--- src/rtl/key_matrix_scanner.sv ---
`timescale 1ns/1ps
// key_matrix_scanner
//    Scans an N_COL x N_ROW key matrix one column at a time. The active column is
//    driven low and the pulled-up row lines are sensed back. Every key is debounced
//    over whole scan frames. Press/release events are queued in a small FIFO and
//    read out through a valid/ready handshake.
//
//    Optional feature (macro KEYSCAN_AUTOREPEAT_EN): the most recently pressed key
//    auto-repeats while held. The first repeat comes after REPEAT_DELAY frames, then
//    one every REPEAT_RATE frames. A repeat is skipped, not deferred, when the FIFO
//    is full.
//
// Ports
//    CLK        in   system clock
//    RESET      in   synchronous, active-high reset
//    Col_Drive  out  one-cold column drive, 0 = column active
//    Row_Sense  in   row inputs, pulled up, 0 = key closed
//    Key_Code   out  col*N_ROW + row of the head event
//    Key_Press  out  1 = press event, 0 = release event
//    Key_Valid  out  head event available
//    Key_Ready  in   consumer accepts the head event
//    Overflow   out  sticky: an event was deferred because the FIFO was full
module key_matrix_scanner #(
   parameter int N_ROW        = 8,
   parameter int N_COL        = 8,
   parameter int SCAN_DIV     = 26999,
   parameter int DEBOUNCE     = 4,
   parameter int FIFO_DEPTH   = 4,
   parameter int REPEAT_DELAY = 500,
   parameter int REPEAT_RATE  = 100
) (
   input  logic                           CLK,
   input  logic                           RESET,
   output logic [N_COL-1:0]               Col_Drive,
   input  logic [N_ROW-1:0]               Row_Sense,
   output logic [$clog2(N_ROW*N_COL)-1:0] Key_Code,
   output logic                           Key_Press,
   output logic                           Key_Valid,
   input  logic                           Key_Ready,
   output logic                           Overflow
);

   localparam int N_KEY  = N_ROW * N_COL;
   localparam int CODE_W = $clog2(N_KEY);
   localparam int CNT_W  = $clog2(SCAN_DIV + 1);
   localparam int DB_W   = $clog2(DEBOUNCE + 1);
   localparam int ROW_W  = (N_ROW > 1) ? $clog2(N_ROW) : 1;
   localparam int COL_W  = (N_COL > 1) ? $clog2(N_COL) : 1;
   localparam int PTR_W  = (FIFO_DEPTH > 1) ? $clog2(FIFO_DEPTH) : 1;
   localparam int FCNT_W = PTR_W + 1;

   localparam logic [N_COL-1:0] ONE_COL = {{(N_COL-1){1'b0}}, 1'b1};

   localparam logic [1:0] ST_SETTLE  = 2'd0;
   localparam logic [1:0] ST_SAMPLE  = 2'd1;
   localparam logic [1:0] ST_EVAL    = 2'd2;
   localparam logic [1:0] ST_ADVANCE = 2'd3;

   logic [1:0]          state;
   logic [CNT_W-1:0]    scan_cnt;
   logic [COL_W-1:0]    col;
   logic [ROW_W-1:0]    row_idx;
   logic [N_ROW-1:0]    row_latch;      // 1 = key closed in the sampled column
   logic [N_KEY-1:0]    stable;         // debounced state, 1 = pressed
   logic [DB_W-1:0]     db_cnt [N_KEY];
   logic [CODE_W:0]     fifo_mem [FIFO_DEPTH];
   logic [PTR_W-1:0]    rd_ptr;
   logic [PTR_W-1:0]    wr_ptr;
   logic [FCNT_W-1:0]   fifo_cnt;

   logic [COL_W-1:0]    col_inc;
   logic [CODE_W-1:0]   key_idx;
   logic                sample;
   logic                cur_stable;
   logic [DB_W-1:0]     cur_cnt;
   logic [DB_W-1:0]     db_cnt_next;
   logic                is_eval;
   logic                pop;
   logic                can_push;
   logic                db_toggle;
   logic                db_defer;
   logic                rep_push;
   logic                push_ok;
   logic [CODE_W:0]     push_data;
   logic [CODE_W:0]     head_next;
   logic [PTR_W-1:0]    rd_next;
   logic [FCNT_W-1:0]   fifo_left;
   logic [FCNT_W-1:0]   fifo_cnt_next;

   assign is_eval    = (state == ST_EVAL);
   assign key_idx    = CODE_W'(int'(col) * N_ROW + int'(row_idx));
   assign sample     = row_latch[row_idx];
   assign cur_stable = stable[key_idx];
   assign cur_cnt    = db_cnt[key_idx];
   assign pop        = Key_Valid & Key_Ready;
   // A full FIFO still takes a push when the head leaves in the same cycle.
   assign can_push   = (fifo_cnt != FCNT_W'(FIFO_DEPTH)) | pop;
   assign push_ok    = db_toggle | rep_push;
   assign push_data  = db_toggle ? {key_idx, ~cur_stable} : {key_idx, 1'b1};

   // Next column index with wrap.
   always_comb begin
      col_inc = col;
      if (col == COL_W'(N_COL - 1)) begin
         col_inc = '0;
      end else begin
         col_inc = col + COL_W'(1);
      end
   end

   // Debounce decision for the key under evaluation.
   always_comb begin
      db_cnt_next = cur_cnt;
      db_toggle   = 1'b0;
      db_defer    = 1'b0;
      if (!is_eval) begin
         db_cnt_next = cur_cnt;
      end else if (sample == cur_stable) begin
         db_cnt_next = '0;
      end else if (cur_cnt >= DB_W'(DEBOUNCE - 1)) begin
         if (can_push) begin
            db_toggle   = 1'b1;
            db_cnt_next = '0;
         end else begin
            // Hold at the threshold so the same event is retried next frame.
            db_defer    = 1'b1;
            db_cnt_next = DB_W'(DEBOUNCE);
         end
      end else begin
         db_cnt_next = cur_cnt + DB_W'(1);
      end
   end

   // FIFO bookkeeping and the value the registered head outputs load next.
   always_comb begin
      rd_next       = pop ? rd_ptr + PTR_W'(1) : rd_ptr;
      fifo_left     = pop ? fifo_cnt - FCNT_W'(1) : fifo_cnt;
      fifo_cnt_next = push_ok ? fifo_left + FCNT_W'(1) : fifo_left;
      if (fifo_left == '0) begin
         head_next = push_data;
      end else begin
         head_next = fifo_mem[rd_next];
      end
   end

   // Scan sequencer: column drive, settle counter, row sampling, row stepping.
   always_ff @(posedge CLK) begin
      if (RESET) begin
         state     <= ST_SETTLE;
         scan_cnt  <= '0;
         col       <= '0;
         row_idx   <= '0;
         row_latch <= '0;
         Col_Drive <= '1;
      end else begin
         // Free-running so that EVAL/ADVANCE overlap the next column's settle time.
         scan_cnt <= (scan_cnt == CNT_W'(SCAN_DIV)) ? '0 : scan_cnt + CNT_W'(1);
         case (state)
            ST_SETTLE: begin
               Col_Drive <= ~(ONE_COL << col);
               if (scan_cnt == CNT_W'(SCAN_DIV - 1)) begin
                  state <= ST_SAMPLE;
               end
            end
            ST_SAMPLE: begin
               row_latch <= ~Row_Sense;
               row_idx   <= '0;
               state     <= ST_EVAL;
            end
            ST_EVAL: begin
               if (row_idx == ROW_W'(N_ROW - 1)) begin
                  state <= ST_ADVANCE;
               end else begin
                  row_idx <= row_idx + ROW_W'(1);
               end
            end
            ST_ADVANCE: begin
               col       <= col_inc;
               Col_Drive <= ~(ONE_COL << col_inc);
               state     <= ST_SETTLE;
            end
            default: begin
               state <= ST_SETTLE;
            end
         endcase
      end
   end

   // Per-key debounce state and the sticky overflow flag.
   always_ff @(posedge CLK) begin
      if (RESET) begin
         stable   <= '0;
         Overflow <= 1'b0;
         for (int k = 0; k < N_KEY; k++) begin
            db_cnt[k] <= '0;
         end
      end else begin
         if (is_eval) begin
            db_cnt[key_idx] <= db_cnt_next;
            if (db_toggle) begin
               stable[key_idx] <= ~cur_stable;
            end
         end
         if (db_defer) begin
            Overflow <= 1'b1;
         end
      end
   end

   // Event storage; contents need no reset because the pointers define validity.
   always_ff @(posedge CLK) begin
      if (push_ok) begin
         fifo_mem[wr_ptr] <= push_data;
      end
   end

   // FIFO pointers and the registered head-of-queue outputs.
   always_ff @(posedge CLK) begin
      if (RESET) begin
         rd_ptr    <= '0;
         wr_ptr    <= '0;
         fifo_cnt  <= '0;
         Key_Valid <= 1'b0;
         Key_Code  <= '0;
         Key_Press <= 1'b0;
      end else begin
         rd_ptr    <= rd_next;
         wr_ptr    <= push_ok ? wr_ptr + PTR_W'(1) : wr_ptr;
         fifo_cnt  <= fifo_cnt_next;
         Key_Valid <= (fifo_cnt_next != '0);
         if (fifo_cnt_next != '0) begin
            {Key_Code, Key_Press} <= head_next;
         end
      end
   end

`ifdef KEYSCAN_AUTOREPEAT_EN
   localparam int REP_MAX = (REPEAT_DELAY > REPEAT_RATE) ? REPEAT_DELAY : REPEAT_RATE;
   localparam int RP_W    = $clog2(REP_MAX + 1);

   logic [CODE_W-1:0] rep_key;
   logic              rep_on;
   logic              rep_first;
   logic [RP_W-1:0]   rep_cnt;
   logic              rep_tick;
   logic              rep_hit;

   // One tick per frame while the repeating key is steadily held.
   assign rep_tick = is_eval && rep_on && (key_idx == rep_key) &&
                     (sample == cur_stable) && cur_stable;

   // Decide whether this frame's tick is due for a repeat event.
   always_comb begin
      rep_hit  = 1'b0;
      rep_push = 1'b0;
      if (rep_tick) begin
         if (rep_first) begin
            rep_hit = ((rep_cnt + RP_W'(1)) >= RP_W'(REPEAT_DELAY));
         end else begin
            rep_hit = ((rep_cnt + RP_W'(1)) >= RP_W'(REPEAT_RATE));
         end
         rep_push = rep_hit & can_push;
      end else begin
         rep_hit  = 1'b0;
         rep_push = 1'b0;
      end
   end

   // Track the most recently pressed key and its repeat timing.
   always_ff @(posedge CLK) begin
      if (RESET) begin
         rep_key   <= '0;
         rep_on    <= 1'b0;
         rep_first <= 1'b0;
         rep_cnt   <= '0;
      end else if (db_toggle) begin
         if (!cur_stable) begin
            rep_key   <= key_idx;
            rep_on    <= 1'b1;
            rep_first <= 1'b1;
            rep_cnt   <= '0;
         end else if (key_idx == rep_key) begin
            rep_on <= 1'b0;
         end
      end else if (rep_tick) begin
         if (rep_hit) begin
            rep_cnt   <= '0;
            rep_first <= 1'b0;
         end else begin
            rep_cnt <= rep_cnt + RP_W'(1);
         end
      end
   end
`else
   assign rep_push = 1'b0;
`endif

endmodule

--- config.mk ---
export PLATFORM = sky130hd
export DESIGN_NAME = key_matrix_scanner
export DESIGN_NICKNAME = d
export VERILOG_FILES = /design/src/rtl/key_matrix_scanner.sv
export SDC_FILE = /design/constraint.sdc
export NUM_CORES = 1
export LEC_CHECK = 0
export ABC_CLOCK_PERIOD_IN_PS = 4300
export CORE_MARGIN = 1
export CORE_UTILIZATION = 38
export CTS_CLUSTER_SIZE = 16
export DETAILED_ROUTE_END_ITERATION = 8
export PLACE_DENSITY = 0.61
export SLEW_MARGIN = 20
export SYNTH_ARGS = -nofsm -noshare
export SYNTH_HDL_FRONTEND = slang
export SYNTH_SLANG_ARGS = --single-unit
--- constraint.sdc ---
create_clock -name CLK -period 4.3 [get_ports CLK]
set_input_delay 1.075 -clock CLK [delete_from_list [all_inputs] [get_ports CLK]]
set_output_delay 1.075 -clock CLK [all_outputs]
set_load 0.02 [all_outputs]
==> metrics.csv <==
metric;value;unit
gp_congestion;0.807;
violations;DRC;
fin_cells;2004;
synthCells;1422;
power_density;440;nW/um^2
wl_per_cell;20.5;microns
nets;1480;
syn_to_final_growth;14.4;%
grt_antenna_before_repair;0;
pin_count;28;
drtPass1Iterations;7;
rsz0062_at_grt;false;
cellLeakagePower;6.10;nW
cp_slowest_stage_delay;0.50;ns
setup_violations;0;
ys_ff_latch;339;
placedCellCount;1933;
layout.cells.most_common_list;nor2_1, edfxtp_1, dfxtp_1;
finish.utilization;0.444;
post_cts_resized;0;
path_buf_inv;4;
overflow;0;
first_global_vias;10920;
maxCapViolations;0;
ys.flop_type;edfxtp_1;
synth-seq-area-share;0.563;
start_util;0.388;
min_path_type;register to register;
setup.worst_path.end_class;register;
grt_first_pass_wirelength;63500;microns
worstSetupPathType;register to register;
avgSynthCellArea;11.2;sq um
layout_commonest_cell;nor2_1;
vias;11244;
finalCriticalPeriod;4.02;ns
ir_worst_vdd;271;uV
clk_path_buf_depth;3;
grt.total_usage;0.196;
path_clk_slew;0.06;ns
ctsHoldBuffers;0;
clock_skew;0.0209;ns
fmax;249;MHz
via_per_inst;5.61;
maxSlewViolCount;0;
worstPathRequired;4.76;ns
path_cells;buf_12, mux2_2, a22oi_1, o22ai_1, o21ai_0, o211ai_1, a2111o_1, ha_1, inv_1, ha_1, inv_1, and4_1, o21ai_1, buf_4, nor2_1, a211oi_1;
synth_edf_count;220;
post_cts_buffers;0;
cp_top_family;compound AO/OA/AOI/OAI gates;
fillers;3859;
syn_nets;1460;
status;finished, violations left;
min_period_over_period;0.935;
worstSkewPairLatency;0.57;ns
yosysUniqueCellTypes;54;
setup-tns-final;0;ns
grt_max_degree;97;
fp.dieH;207;microns
clockRootBuffer;clkbuf_16;
ant_nets;0;
synth_area;16000;sq um
antennaDiodeCount;0;
max-slew-margin-rel;0.290;
crit_path_start_kind;register;
cts_buffers;39;
rows;74;
crit_fanout;24;
tightest_slew;1.06;ns
cts.sinks;339;
port_buffers;27;
die_area;42800;sq um
synthArstFlopShare;0;
drc;2;
cp.arrival;4.47;ns
wirelength;41100;microns
yosys_warnings;0;
core_area;41100;sq um
hpwl;26300;microns
slowest_stage;dfxtp_4;
htreeDepth;2;
cts_tree;done;
drt-initial-drc-count;1135;
drive_above_1_share;0.135;
hold_viol;0;
die_w;207;microns
cells by family after synthesis:
kind of cell               synth area share
and+or+nand+nor                       0.147
DFF                                   0.563
AOI/OAI and AO/OA                     0.115
buffers and inverters                0.0429
muxes                                 0.102
adders and majority gates            0.0212
xor gates and xnor gates            0.00988
worst register-to-register path, delay by kind of cell, from the launching register on:
family	cells	cell delay, ns
compound gates	7	1.58
buf+inv	4	0.67
flops	1	0.50
fa+ha+maj	2	0.43
mux	1	0.41
simple gates	2	0.36
flip-flops by register name, indices dropped and copies added, names as in the netlist, 3 cells and up:
signal and count:
fifo_cnt 3, Key_Code 6, db_cnt 192, Col_Drive 8, scan_cnt 15, fifo_mem 28
stable 64, col 3, row_latch 8, row_idx 3
synthesized netlist by cell type, drive strengths merged, types with 32 or more instances:
library cell	count	area (sq um)
a211oi	75	563
a22oi	34	255
a31oi	66	413
buf	58	399
clkbuf	54	203
dfxtp	119	2380
edfxtp	220	6610
mux2i	67	674
nand2	100	375
nand2b	66	413
nand3	32	160
nor2	269	1010
final timing paths:
kind | start | to | slack (ns) | cells past startpoint
setup / recovery | row_idx[1] | stable[22] | 0.28 | 16
hold reg to reg | Overflow | Overflow | 0.45 | 2
setup reg to reg | row_idx[1] | stable[22] | 0.28 | 16
hold / removal | Overflow | Overflow | 0.45 | 2
report_power, final:
group / leakage [nW] / total [mW] / internal (mW) / switching (mW)
sequential: 3.21 / 3.67 / 3.60 / 0.0742
combinational: 2.23 / 0.880 / 0.378 / 0.502
clock: 0.657 / 3.48 / 2.12 / 1.36
total: 6.10 / 8.03 / 6.10 / 1.93
metrics by stage:
step	power (mW)	cell area, sq um	setup slack, ns	hold WS [ns]
floorplan	4.32	16000	0.632	0.437
global placement	4.61	16900	0.371	0.447
detailed placement	4.62	16900	0.344	0.448
CTS	8.09	18300	0.316	0.456
global route	8.31	18300	0.0413	0.488
finish	8.03	18300	0.281	0.451
layout make-up:
cell class | count | area (sq um) | area share
inverters | 22 | 82.6 | 0.00452
repair buffers | 91 | 848 | 0.0465
multi-input cells | 949 | 6330 | 0.347
flip-flops and latches | 339 | 9000 | 0.493
clock buffers | 52 | 1080 | 0.0590
well taps | 532 | 666 | 0.0365
clock inverters | 19 | 256 | 0.0141
metal layers:
layer / global-route usage / vias to the layer above / wire (microns) / share of wire
li1: - / 5256 / - / -
met2: 0.316 / 336 / 19500 / 0.48
met3: 0.0388 / 69 / 2500 / 0.061
met5: 0 / - / 0 / 0
met1: 0.268 / 5583 / 18100 / 0.44
met4: 0.0540 / 0 / 930 / 0.023
Note: power is estimated with default switching activity, not from simulation.
